--- config.mk ---
export PLATFORM = sky130hd
export DESIGN_NAME = cordic_polar2rect
export DESIGN_NICKNAME = d
export VERILOG_FILES = /design/src/rtl/cordic_polar2rect.sv
export SDC_FILE = /design/constraint.sdc
export NUM_CORES = 1
export LEC_CHECK = 0
export CAP_MARGIN = 10
export CELL_PAD_IN_SITES_DETAIL_PLACEMENT = 1
export CELL_PAD_IN_SITES_GLOBAL_PLACEMENT = 1
export CORE_MARGIN = 2
export CORE_UTILIZATION = 52
export CTS_CLUSTER_DIAMETER = 40
export DETAILED_ROUTE_END_ITERATION = 12
export GPL_ROUTABILITY_DRIVEN = 0
export PLACE_DENSITY_LB_ADDON = 0.1
export SLEW_MARGIN = 20
export SYNTH_ARGS = -nofsm -noshare
export SYNTH_HDL_FRONTEND = slang
export SYNTH_SLANG_ARGS = --single-unit
--- constraint.sdc ---
create_clock -name clk -period 18.3 [get_ports clk]
set_input_delay 1.83 -clock clk [delete_from_list [all_inputs] [get_ports clk]]
set_output_delay 1.83 -clock clk [all_outputs]
set_load 0.005 [all_outputs]
--- src/rtl/cordic_polar2rect.sv ---
// Iterative rotation-mode CORDIC: polar (magnitude, phase) to rectangular (x, y).
// One micro-rotation per clock; start/busy/done handshake; outputs hold until the next result.
module cordic_polar2rect #(
  parameter int INPUT_WIDTH = 16,
  parameter int INT_WIDTH   = 32,
  parameter int ITERATIONS  = 16
) (
  input  logic                        clk,
  input  logic                        rst_n,
  input  logic                        start,
  input  logic signed [INPUT_WIDTH-1:0] mag_in,
  input  logic signed [INT_WIDTH-1:0]   phase_in,
  output logic                        busy,
  output logic                        done,
  output logic signed [INT_WIDTH-1:0]   x_out,
  output logic signed [INT_WIDTH-1:0]   y_out
);

  localparam int IW = INT_WIDTH;
  localparam int PW = 2 * INPUT_WIDTH;
  localparam logic signed [IW-1:0] HALF_PI = IW'(421657428);
  localparam logic signed [IW-1:0] RND     = IW'(128);
  localparam logic signed [PW-1:0] INV_K   = PW'(19898);
  localparam logic [4:0]           LAST    = 5'(ITERATIONS - 1);

  typedef enum logic [1:0] {IDLE, ROT, DONE} state_t;

  function automatic logic signed [IW-1:0] atan_lut(input logic [4:0] i);
    case (i)
      5'd0:    atan_lut = IW'(210828714);
      5'd1:    atan_lut = IW'(124459457);
      5'd2:    atan_lut = IW'(65760959);
      5'd3:    atan_lut = IW'(33381290);
      5'd4:    atan_lut = IW'(16755422);
      5'd5:    atan_lut = IW'(8385879);
      5'd6:    atan_lut = IW'(4193963);
      5'd7:    atan_lut = IW'(2097109);
      5'd8:    atan_lut = IW'(1048571);
      5'd9:    atan_lut = IW'(524287);
      5'd10:   atan_lut = IW'(262144);
      5'd11:   atan_lut = IW'(131072);
      5'd12:   atan_lut = IW'(65536);
      5'd13:   atan_lut = IW'(32768);
      5'd14:   atan_lut = IW'(16384);
      5'd15:   atan_lut = IW'(8192);
      default: atan_lut = '0;
    endcase
  endfunction

  state_t                 state_q, state_d;
  logic signed [IW-1:0]   x_q, x_d, y_q, y_d, z_q, z_d;
  logic signed [IW-1:0]   xo_q, xo_d, yo_q, yo_d;
  logic [4:0]             iter_q, iter_d;
  logic                   busy_q, busy_d, done_q, done_d;

  // Magnitude pre-divided by the CORDIC gain, with 8 fractional guard bits.
  logic signed [PW-1:0]   mag_ext, prod, prod_sh;
  logic signed [IW-1:0]   mag_sc, x_sh, y_sh;

  assign mag_ext = PW'(mag_in);
  assign prod    = mag_ext * INV_K;
  assign prod_sh = prod >>> 7;
  assign mag_sc  = IW'(prod_sh);
  assign x_sh    = x_q >>> iter_q;
  assign y_sh    = y_q >>> iter_q;

  always_comb begin
    state_d = state_q;
    x_d     = x_q;
    y_d     = y_q;
    z_d     = z_q;
    iter_d  = iter_q;
    xo_d    = xo_q;
    yo_d    = yo_q;
    busy_d  = busy_q;
    done_d  = 1'b0;
    case (state_q)
      IDLE: begin
        if (start) begin
          x_d     = mag_sc;
          y_d     = '0;
          z_d     = phase_in;
          iter_d  = '0;
          busy_d  = 1'b1;
          state_d = ROT;
          // Fold outer quadrants by +-pi/2 so the residual stays in CORDIC range.
          if (phase_in > HALF_PI) begin
            x_d = '0;
            y_d = mag_sc;
            z_d = phase_in - HALF_PI;
          end else if (phase_in < -HALF_PI) begin
            x_d = '0;
            y_d = -mag_sc;
            z_d = phase_in + HALF_PI;
          end
        end
      end
      ROT: begin
        if (!z_q[IW-1]) begin
          x_d = x_q - y_sh;
          y_d = y_q + x_sh;
          z_d = z_q - atan_lut(iter_q);
        end else begin
          x_d = x_q + y_sh;
          y_d = y_q - x_sh;
          z_d = z_q + atan_lut(iter_q);
        end
        iter_d = iter_q + 5'd1;
        if (iter_q == LAST) state_d = DONE;
      end
      DONE: begin
        xo_d    = (x_q + RND) >>> 8;
        yo_d    = (y_q + RND) >>> 8;
        done_d  = 1'b1;
        busy_d  = 1'b0;
        state_d = IDLE;
      end
      default: state_d = IDLE;
    endcase
  end

  always_ff @(posedge clk) begin
    if (!rst_n) begin
      state_q <= IDLE;
      x_q     <= '0;
      y_q     <= '0;
      z_q     <= '0;
      iter_q  <= '0;
      xo_q    <= '0;
      yo_q    <= '0;
      busy_q  <= 1'b0;
      done_q  <= 1'b0;
    end else begin
      state_q <= state_d;
      x_q     <= x_d;
      y_q     <= y_d;
      z_q     <= z_d;
      iter_q  <= iter_d;
      xo_q    <= xo_d;
      yo_q    <= yo_d;
      busy_q  <= busy_d;
      done_q  <= done_d;
    end
  end

  assign busy  = busy_q;
  assign done  = done_q;
  assign x_out = xo_q;
  assign y_out = yo_q;

endmodule

# Yosys cells after proc, flatten, opt, wreduce, memory -nomap -nowiden
# Memories as Yosys holds them, arrays and structs flattened. A register that Yosys moved wholly into a read port is not among the register bits.
# Cells that the tools add are included.
# W data, S select, Z words.
# totals
input_bits	51
memories	2
regBits	153
mem_bits_ro	896
wordCells	72
# classes
eq_ne	5
muxes	33
n_lt_le_gt_ge	2
addsub	12
mul	1
reduce_logical	6
n_shift	2
# mem_list
memory	words	width	read_ports	rd_clocked_by_memory_dff	wr	line_no	source
(no name shown)	16	28	1	1	0	29	case (i)
(no name shown)	16	28	1	1	0	29	
# ops
op	n
$mux W32	18
$pmux W32 S2	3
$add A32 B32 Y32	3
$sub A32 B32 Y32	3
$add A32 B9 Y32 const B	2
$sshr A32 B5 Y32	2
$add A32 B30 Y32 const B	1
$gt A32 B30 Y1 const B	1
$lt A32 B30 Y1 const B	1
$neg A25 Y32	1
$sub A32 B30 Y32 const B	1
$mul A16 B15 Y31 const B	1
$mux W4	4
$pmux W5 S2	1
$reduce_and A2 Y1	3
$add A5 B1 Y5 const B	1
$eq A5 B4 Y1 const B	1
$mux W5	1
$mux W2	2
$ne A2 B2 Y1 const B	2
$pmux W2 S2	1
$reduce_bool A2 Y1	2
$eq A2 B1 Y1 const B	1
$eq A2 B2 Y1 const B	1
3 further kinds	4

# Longest topological paths before layout
# Gate-level depths: netlist of the first run.
# depth
ltp_word	6
ltp_mapped	29
ltp_nobuf	25

# Worst setup path after synthesis of the first run
# OpenSTA, ideal clock, no wires.
# synth_path
path_kind	input -> register
from	input port mag_in[12]
to	register y_q[28]
arrival_ps	8010
setup_ps	134
stages	22
setup_slack_ps	10156
path_cell_list	ha_1 inv_1 fa_1 inv_1 fa_1 fa_1 fa_1 inv_1 fa_1 inv_1 ha_1 clkbuf_1 and4_1 a221o_1 a21o_1 a211oi_2 o221ai_1 or4_1 or4b_1 a31oi_1 nand2b_1 o22ai_1
# synth_via
elab_chain_len	6
# synth_rtl
item	line_no	source
from (decl)	11	input logic signed [INPUT_WIDTH-1:0] mag_in,
$mul A16 B15 Y31 *	61	assign prod = mag_ext * INV_K;
$neg A25 Y32	93	y_d = -mag_sc;
$mux W32	91	end else if (phase_in < -HALF_PI) begin
$mux W32 *	87	if (phase_in > HALF_PI) begin
$mux W32 *	79	if (start) begin
$pmux W32 S2 *	77	case (state_q)
to (signal assigned)	136	y_q <= y_d;
to (decl)	51	logic signed [IW-1:0] x_q, x_d, y_q, y_d, z_q, z_d;
# Every way passes the cells marked *; elsewhere a longest branch is shown, timed or not. The select of a mux whose other input is x is not followed.
# A chain may end at the register's enable or synchronous reset.

# Worst setup path after layout of the first run
# layout_path
from	input port mag_in[8]
to	register x_q[30]
# layout_via
elab_chain_len	5
# layout_rtl
item	line_no	source
$mul A16 B15 Y31	61	
$mux W32	91	
$mux W32	87	
$mux W32	79	
$pmux W32 S2	77	
to (signal assigned)	125	x_q <= '0;
to (signal assigned)	135	x_q <= x_d;
to (decl)	51	
# Every way passes these cells. The select of a mux whose other input is x is not followed.

==> results of run 1 <==
==> cell type report <==
type                       instances  share of cell area (%)
antenna                            1                0.009097
clock buffer                      18                   1.560
clock inverter                    14                  0.6322
inverter                         272                   3.711
multi-input combinational       2574                   72.98
sequential                       180                   13.14
tap                              664                   3.020
timing repair buffer             143                   4.939
==> cell families after synthesis <==
logic type	Yosys count
flip-flops	180
adder cells (fa/ha/maj)	320
multiplexers	155
AND/OR/NAND/NOR	914
AO/OA/AOI/OAI	928
XOR/XNOR	257
buffers and inverters	492
==> path summary, 6_finish.rpt <==
check	from	depth (start not counted)	to	slack, ns
setup / recovery	mag_in[8]	23	x_q[30]	9.22
hold / removal	y_out[21]	2	y_out[21]	0.45
setup reg to reg	iter_q[0]	22	y_q[30]	10.84
hold reg to reg	y_out[21]	2	y_out[21]	0.45
==> through the flow <==
step | utilization (%) | hold WS [ns] | power (uW) | setup slack (ns) | area (um2)
2_1_floorplan | - | 0.4471 | 3952 | 10.16 | 25640
3_3_place_gp | 55.07 | 0.4394 | 5187 | 9.039 | 26900
6_report | 56.31 | 0.4529 | 5959 | 9.223 | 27510
3_5_place_dp | 55.07 | 0.4452 | 5397 | 8.779 | 26900
5_1_grt | 56.31 | 0.4924 | 6381 | 8.713 | 27510
4_1_cts | 56.31 | 0.4617 | 5826 | 9.291 | 27510
==> synthesized netlist by cell type (all sizes together), types with 73 or more instances <==
| library cell | number |
|---|---|
| xor2 | 109 |
| o21ai | 220 |
| nand3 | 76 |
| nand2 | 281 |
| ha | 211 |
| xnor2 | 148 |
| buf | 73 |
| dfxtp | 180 |
| fa | 109 |
| inv | 270 |
| nor2 | 262 |
| mux4 | 89 |
| a21oi | 246 |
| clkbuf | 147 |
==> power by group <==
| part | internal, uW | switching [uW] | leakage [uW] |
|---|---|---|---|
| logic | 1760 | 3120 | 0.00955 |
| clock network | 216 | 184 | 0.000295 |
| registers | 456 | 215 | 0.00148 |
| total | 2440 | 3520 | 0.0113 |
==> worst min-delay path: cells and delay by family (launching register included) <==
kind,cells,cell delay [ns]
AO/OA/AOI/OAI,1,0.05
flip-flops,1,0.33
AND/OR/NAND/NOR,1,0.04
==> cells in the final DEF (no fill, tap or decap), types with 15 or more instances in the layout <==
cell type and instances:
nand2_1 281, inv_1 268, nor2_1 260, a21oi_1 242, o21ai_0 217, ha_1 211
dfxtp_1 174, xnor2_1 148, clkdlybuf4s50_1 115, xor2_1 109, fa_1 109, mux4_2 89
nand3_1 76, nor3_1 69, a31oi_1 59, a21o_1 53, mux2i_1 49, o21a_1 39
a211oi_1 39, and3_1 38, nand2b_1 36, o211ai_1 35, buf_4 27, o22ai_1 26
nand4_1 25, nor2b_1 23, a221oi_1 20, or3_1 18, mux2_2 17, clkbuf_16 17
nor4_1 15, o31ai_1 15, and2_1 15, o21bai_1 15, a311oi_1 15
==> routing by layer <==
metal,share of wire (%),GRT usage [%],wire (um),vias to the layer above
met5,0.042,0,41,-
met4,5.4,19.19,5310,6
met3,8.1,7.585,7975,348
met2,46,62.78,44990,1275
met1,40,48.16,39590,12775
li1,-,-,-,11491
==> results by group, run 1 <==
Floorplan
  • Horiz. Die Dim: 226.1 um
  • Die Area: 51,110 um2
  • Core box area: 48,850 um2
  • I/O Pins: 117
  • Die Height: 226.1 um
  • # rows: 81
  • Initial core utilization: 52.49%

Synth
  • Post-synthesis mux area share: 10.48%
  • Area share of fa/ha/maj cells after synthesis: 18.80%
  • Cells after Synth: 3,246
  • Mapped cell area: 25,640 um2
  • EDFF count, synth: 0
  • Post-synthesis compound-gate area fraction: 23.29%
  • Synth Area in XOR/XNOR: 8.778%
  • Yosys warnings: 0
  • Post-Synth Simple-Gate Area: 16.79%
  • Primary FF master, synth: dfxtp_1
  • Synth Area per Inst: 7.900 um2
  • Synth area leader: dfxtp_1
  • Sequential area share after synthesis: 14.05%
  • Dominant cells by area after synthesis: dfxtp_1, ha_1, fa_1
  • FFs w/ async S/R, synth: 0%
  • Unique cell type count in the Yosys netlist: 96
  • Synth top area share: 14.05%
  • Largest family of logic cells by synthesized area: compound AO/OA/AOI/OAI gates
  • FF+latch count, synth: 180
  • Syn nets: 3,617

Critical path
  • Critical path fanouts, max: 8
  • Buf/Inv on CP: 5
  • Crit-path cells: clkdlybuf4s50_1, ha_1, inv_1, fa_1, fa_1, inv_1, fa_1, fa_1, inv_1, fa_1, inv_1, ha_1, nand2_1, o21ai_0, a21o_1, a21oi_1, o31ai_2, o211ai_1, xnor2_1, o21ai_0, nand2_1, o32a_1, nand2_1
  • CP peak stage delay: 0.75 ns
  • Type of element capturing the critical path: flip-flop
  • CP startpoint kind: input port
  • Crit-path most repeated cell: fa_1
  • Critical-path top delay cell: o21ai_0
  • CP Data Required Time: 18.74 ns
  • Crit path kind: input port to flip-flop
  • Crit-path leading delay family: adder cells
  • CP Data Arrival Time: 9.52 ns

STA
  • Period minus WS final: 9.077 ns
  • Fmax: 0.1102 GHz
  • Clock Skew: 0.01903 ns
  • Final period util: 49.60%
  • # setup viols final: 0
  • Worst rel slew slack: 25.67%
  • Final Hold Viols: 0
  • RSZ-0062 raised after global routing: no
  • Fin. max-slew vios: 0
  • Worst Tran Pin Value: 1.113 ns
  • Final TNS setup: 0 ns

Detailed routing
  • Routed vias: 25,895
  • Iteration-0 DRC Markers: 2,594
  • Post-DRT Antenna Nets: 0
  • Residual DRC: 0
  • Drt via density: 6.698
  • Total wire length: 97.91 mm
  • Pre-antenna DRT Iters: 8
  • Wire length per cell: 25.33 um

Finish
  • Area grow syn2layout: 7.275%
  • Layout cell share with drive strength beyond 1: 6.842%
  • FILL cells: 6,067
  • Nets@finish: 3,559
  • Post-route insts no fill: 3,866
  • Sequential cell area: 3616 um2
  • Multi-input logic area: 20,080 um2

Clock network
  • Max Buffers Root-to-Sink: 2
  • Root buffer cell: clkbuf_16
  • TritonCTS buffer count: 17
  • CTS Hold Bufs: 0
  • CTS Sinks: 180
  • # Post-CTS Setup Buffers: 0
  • Clock Latency Late Sink: 0.50 ns
  • Worst-path clk slew: 0.07 ns
  • Resize count post-CTS: 0
  • TritonCTS clock tree: yes
  • H-Tree Depth: 4

Placement
  • Post-DP HPWL: 75.50 mm
  • DP Cell Count: 3,833
  • Port bufs: 116

Global routing
  • Largest net degree at the start of global routing: 101
  • Vias in the first global route: 26,623
  • Initial antenna violation count: 3
  • Gr ovfl total: 0
  • First-pass GRT wire length: 152.5 mm
  • GRT Resource Usage Total: 38.35%

Power
  • PwrDens: 216.6 nW/um2
  • Static Leak: 0.01132 uW
  • Maximum vdd drop: 0.0001901 V

Status
  • Run status: completed

Run
  • Total of max-cap violations: 0

Hold path
  • HP Class: flip-flop to flip-flop
Power figures use the tool's default switching activity.
==> run 2: changes to the inputs <==
--- a/config.mk
+++ b/config.mk
@@ -9,7 +9,7 @@
 export CELL_PAD_IN_SITES_DETAIL_PLACEMENT = 1
 export CELL_PAD_IN_SITES_GLOBAL_PLACEMENT = 1
 export CORE_MARGIN = 2
-export CORE_UTILIZATION = 52
+export CORE_UTILIZATION = 48
 export CTS_CLUSTER_DIAMETER = 40
 export DETAILED_ROUTE_END_ITERATION = 12
 export GPL_ROUTABILITY_DRIVEN = 0
==> constraint.sdc (replaced) <==
create_clock -name clk -period 8.4 [get_ports clk]
set_input_delay 0.84 -clock clk [delete_from_list [all_inputs] [get_ports clk]]
set_output_delay 0.84 -clock clk [all_outputs]
set_load 0.005 [all_outputs]
==> run 2 against run 1 <==
  * Combinational power up 120%
  * Count of clock-buffer cells in the layout unchanged
  * Register-to-register slack worse by 9.9 ns
  * Worst hold slack better by 0.0020 ns
  * Flip-flop and latch count unchanged
  * Routed wire length up 1.6%
  * Non-clock buffer count up 22
  * Utilization down 3.7 points
  * Sequential power up 110%
  * Critical path type unchanged
==> results by group, run 2 (synthesis results as in run 1) <==
Status
  • Run status: completed

Detailed routing
  • Routed vias: 25,782
  • Post-DRT Antenna Nets: 0
  • Drt via density: 6.592
  • Pre-antenna DRT Iters: 5
  • Total wire length: 99.46 mm
  • Residual DRC: 0
  • Iteration-0 DRC Markers: 2,634
  • Wire length per cell: 25.43 um

Clock network
  • Clock Latency Late Sink: 0.50 ns
  • TritonCTS buffer count: 17
  • Root buffer cell: clkbuf_16
  • CTS Hold Bufs: 0
  • H-Tree Depth: 4
  • Max Buffers Root-to-Sink: 2
  • CTS Sinks: 180
  • TritonCTS clock tree: yes
  • Worst-path clk slew: 0.07 ns
  • # Post-CTS Setup Buffers: 0
  • Resize count post-CTS: 0

Power
  • Maximum vdd drop: 0.0005720 V
  • Static Leak: 0.01144 uW
  • PwrDens: 475.1 nW/um2
  • Power Total: 13,170 uW

Placement
  • Port bufs: 116
  • Post-place setup slack: 0.1219 ns
  • Post-DP HPWL: 77.20 mm

Finish
  • FILL cells: 6,489
  • Area grow syn2layout: 8.119%
  • Leading cell types in the layout, fill and taps excluded: nand2_1, inv_1, nor2_1
  • Nets@finish: 3,581
  • Final Core Density: 52.65%
  • Most common cell after layout, fill and taps aside: nand2_1
  • # diodes: 0
  • Layout cell share with drive strength beyond 1: 7.509%

Critical path
  • Critical-path top delay cell: or4_1
  • Crit path depth: 23
  • CP Data Arrival Time: 8.15 ns
  • Buf/Inv on CP: 5
  • Depth of the worst register-to-register path: 23
  • CP startpoint kind: input port
  • CP Data Required Time: 8.73 ns
  • Type of element capturing the critical path: flip-flop
  • Crit-path leading delay family: adder cells
  • CP peak stage delay: 0.58 ns
  • Crit-path cells: clkdlybuf4s50_1, ha_1, inv_1, fa_1, fa_1, inv_1, fa_1, fa_1, inv_1, fa_1, inv_1, ha_1, a21oi_1, o21ai_0, a21oi_2, o21ai_1, a211oi_1, o221ai_1, or4_1, or4b_1, a31oi_1, nand2b_1, o22ai_1
  • Crit path kind: input port to flip-flop
  • Crit-path most repeated cell: fa_1
  • Critical path fanouts, max: 7

STA
  • Final TNS setup: 0 ns
  • Worst rel slew slack: 29.12%
  • Clock Skew: 0.01131 ns
  • RSZ-0062 raised after global routing: no
  • # setup viols final: 0
  • Final Hold Viols: 0
  • Fmax: 0.1278 GHz
  • Period minus WS final: 7.824 ns
  • Final setup margin: 0.5763 ns
  • Fin. max-slew vios: 0
  • Worst Tran Pin Value: 1.063 ns
  • Final period util: 93.14%

Floorplan
  • I/O Pins: 117
  • # rows: 84
  • Core box area: 52,660 um2
  • Initial core utilization: 48.70%
  • Die Area: 55,290 um2
  • Die Height: 235.1 um
  • Horiz. Die Dim: 235.1 um

Global routing
  • GRT Resource Usage Total: 35.03%
  • Initial antenna violation count: 2
  • First-pass GRT wire length: 153.4 mm
  • Vias in the first global route: 25,753
  • Gr ovfl total: 0
  • Largest net degree at the start of global routing: 101

Hold path
  • Hold depth: 2
  • HP Class: flip-flop to flip-flop

Run
  • Total of max-cap violations: 0
==> run 2: tightest hold or removal path: stages, from the launching register on <==
cell and delay, ns:
dfxtp_1 0.33, nand2_1 0.04, o21ai_0 0.06
==> run 2: final cells by class <==
| class | instances | area [um2] | area share, % |
|---|---|---|---|
| inverter | 272 | 1021 | 3.682 |
| multi-input combinational | 2574 | 20080 | 72.41 |
| timing repair buffer | 165 | 1544 | 5.569 |
| tap | 688 | 860.8 | 3.105 |
| clock buffer | 18 | 450.4 | 1.625 |
| clock inverter | 14 | 153.9 | 0.5551 |
| sequential | 180 | 3618 | 13.05 |
==> run 2: stage by stage <==
step,cell area [um2],hold WS [ns],instances
after floorplan,25640,0.4471,3246
after global placement,27090,0.4371,3878
after detailed placement,27090,0.4410,3878
after CTS,27700,0.4577,3910
after global routing,27730,0.4871,3911
final,27730,0.4549,3911
==> run 2: routing by layer <==
metal / vias to the layer above / wire, um / track usage, %
met5: - / 0 / 0
met2: 1226 / 46330 / 57.51
met4: 0 / 3555 / 12.60
met1: 12779 / 41710 / 46.79
li1: 11547 / - / -
met3: 230 / 7865 / 5.253
==> run 2: report_power, final <==
group	switching (uW)	leakage [uW]	internal (uW)	total, uW
sequential	448	0.00148	994	1440
clock	429	0.000298	441	870
combinational	6870	0.00966	3990	10900
==> run 2: path summary, 6_finish.rpt <==
kind         slack, ns         to  startpoint
max reg2reg       0.97    y_q[30]   iter_q[1]
max               0.58    y_q[30]   mag_in[8]
min reg2reg       0.45  x_out[12]   x_out[12]
min               0.45  x_out[12]   x_out[12]
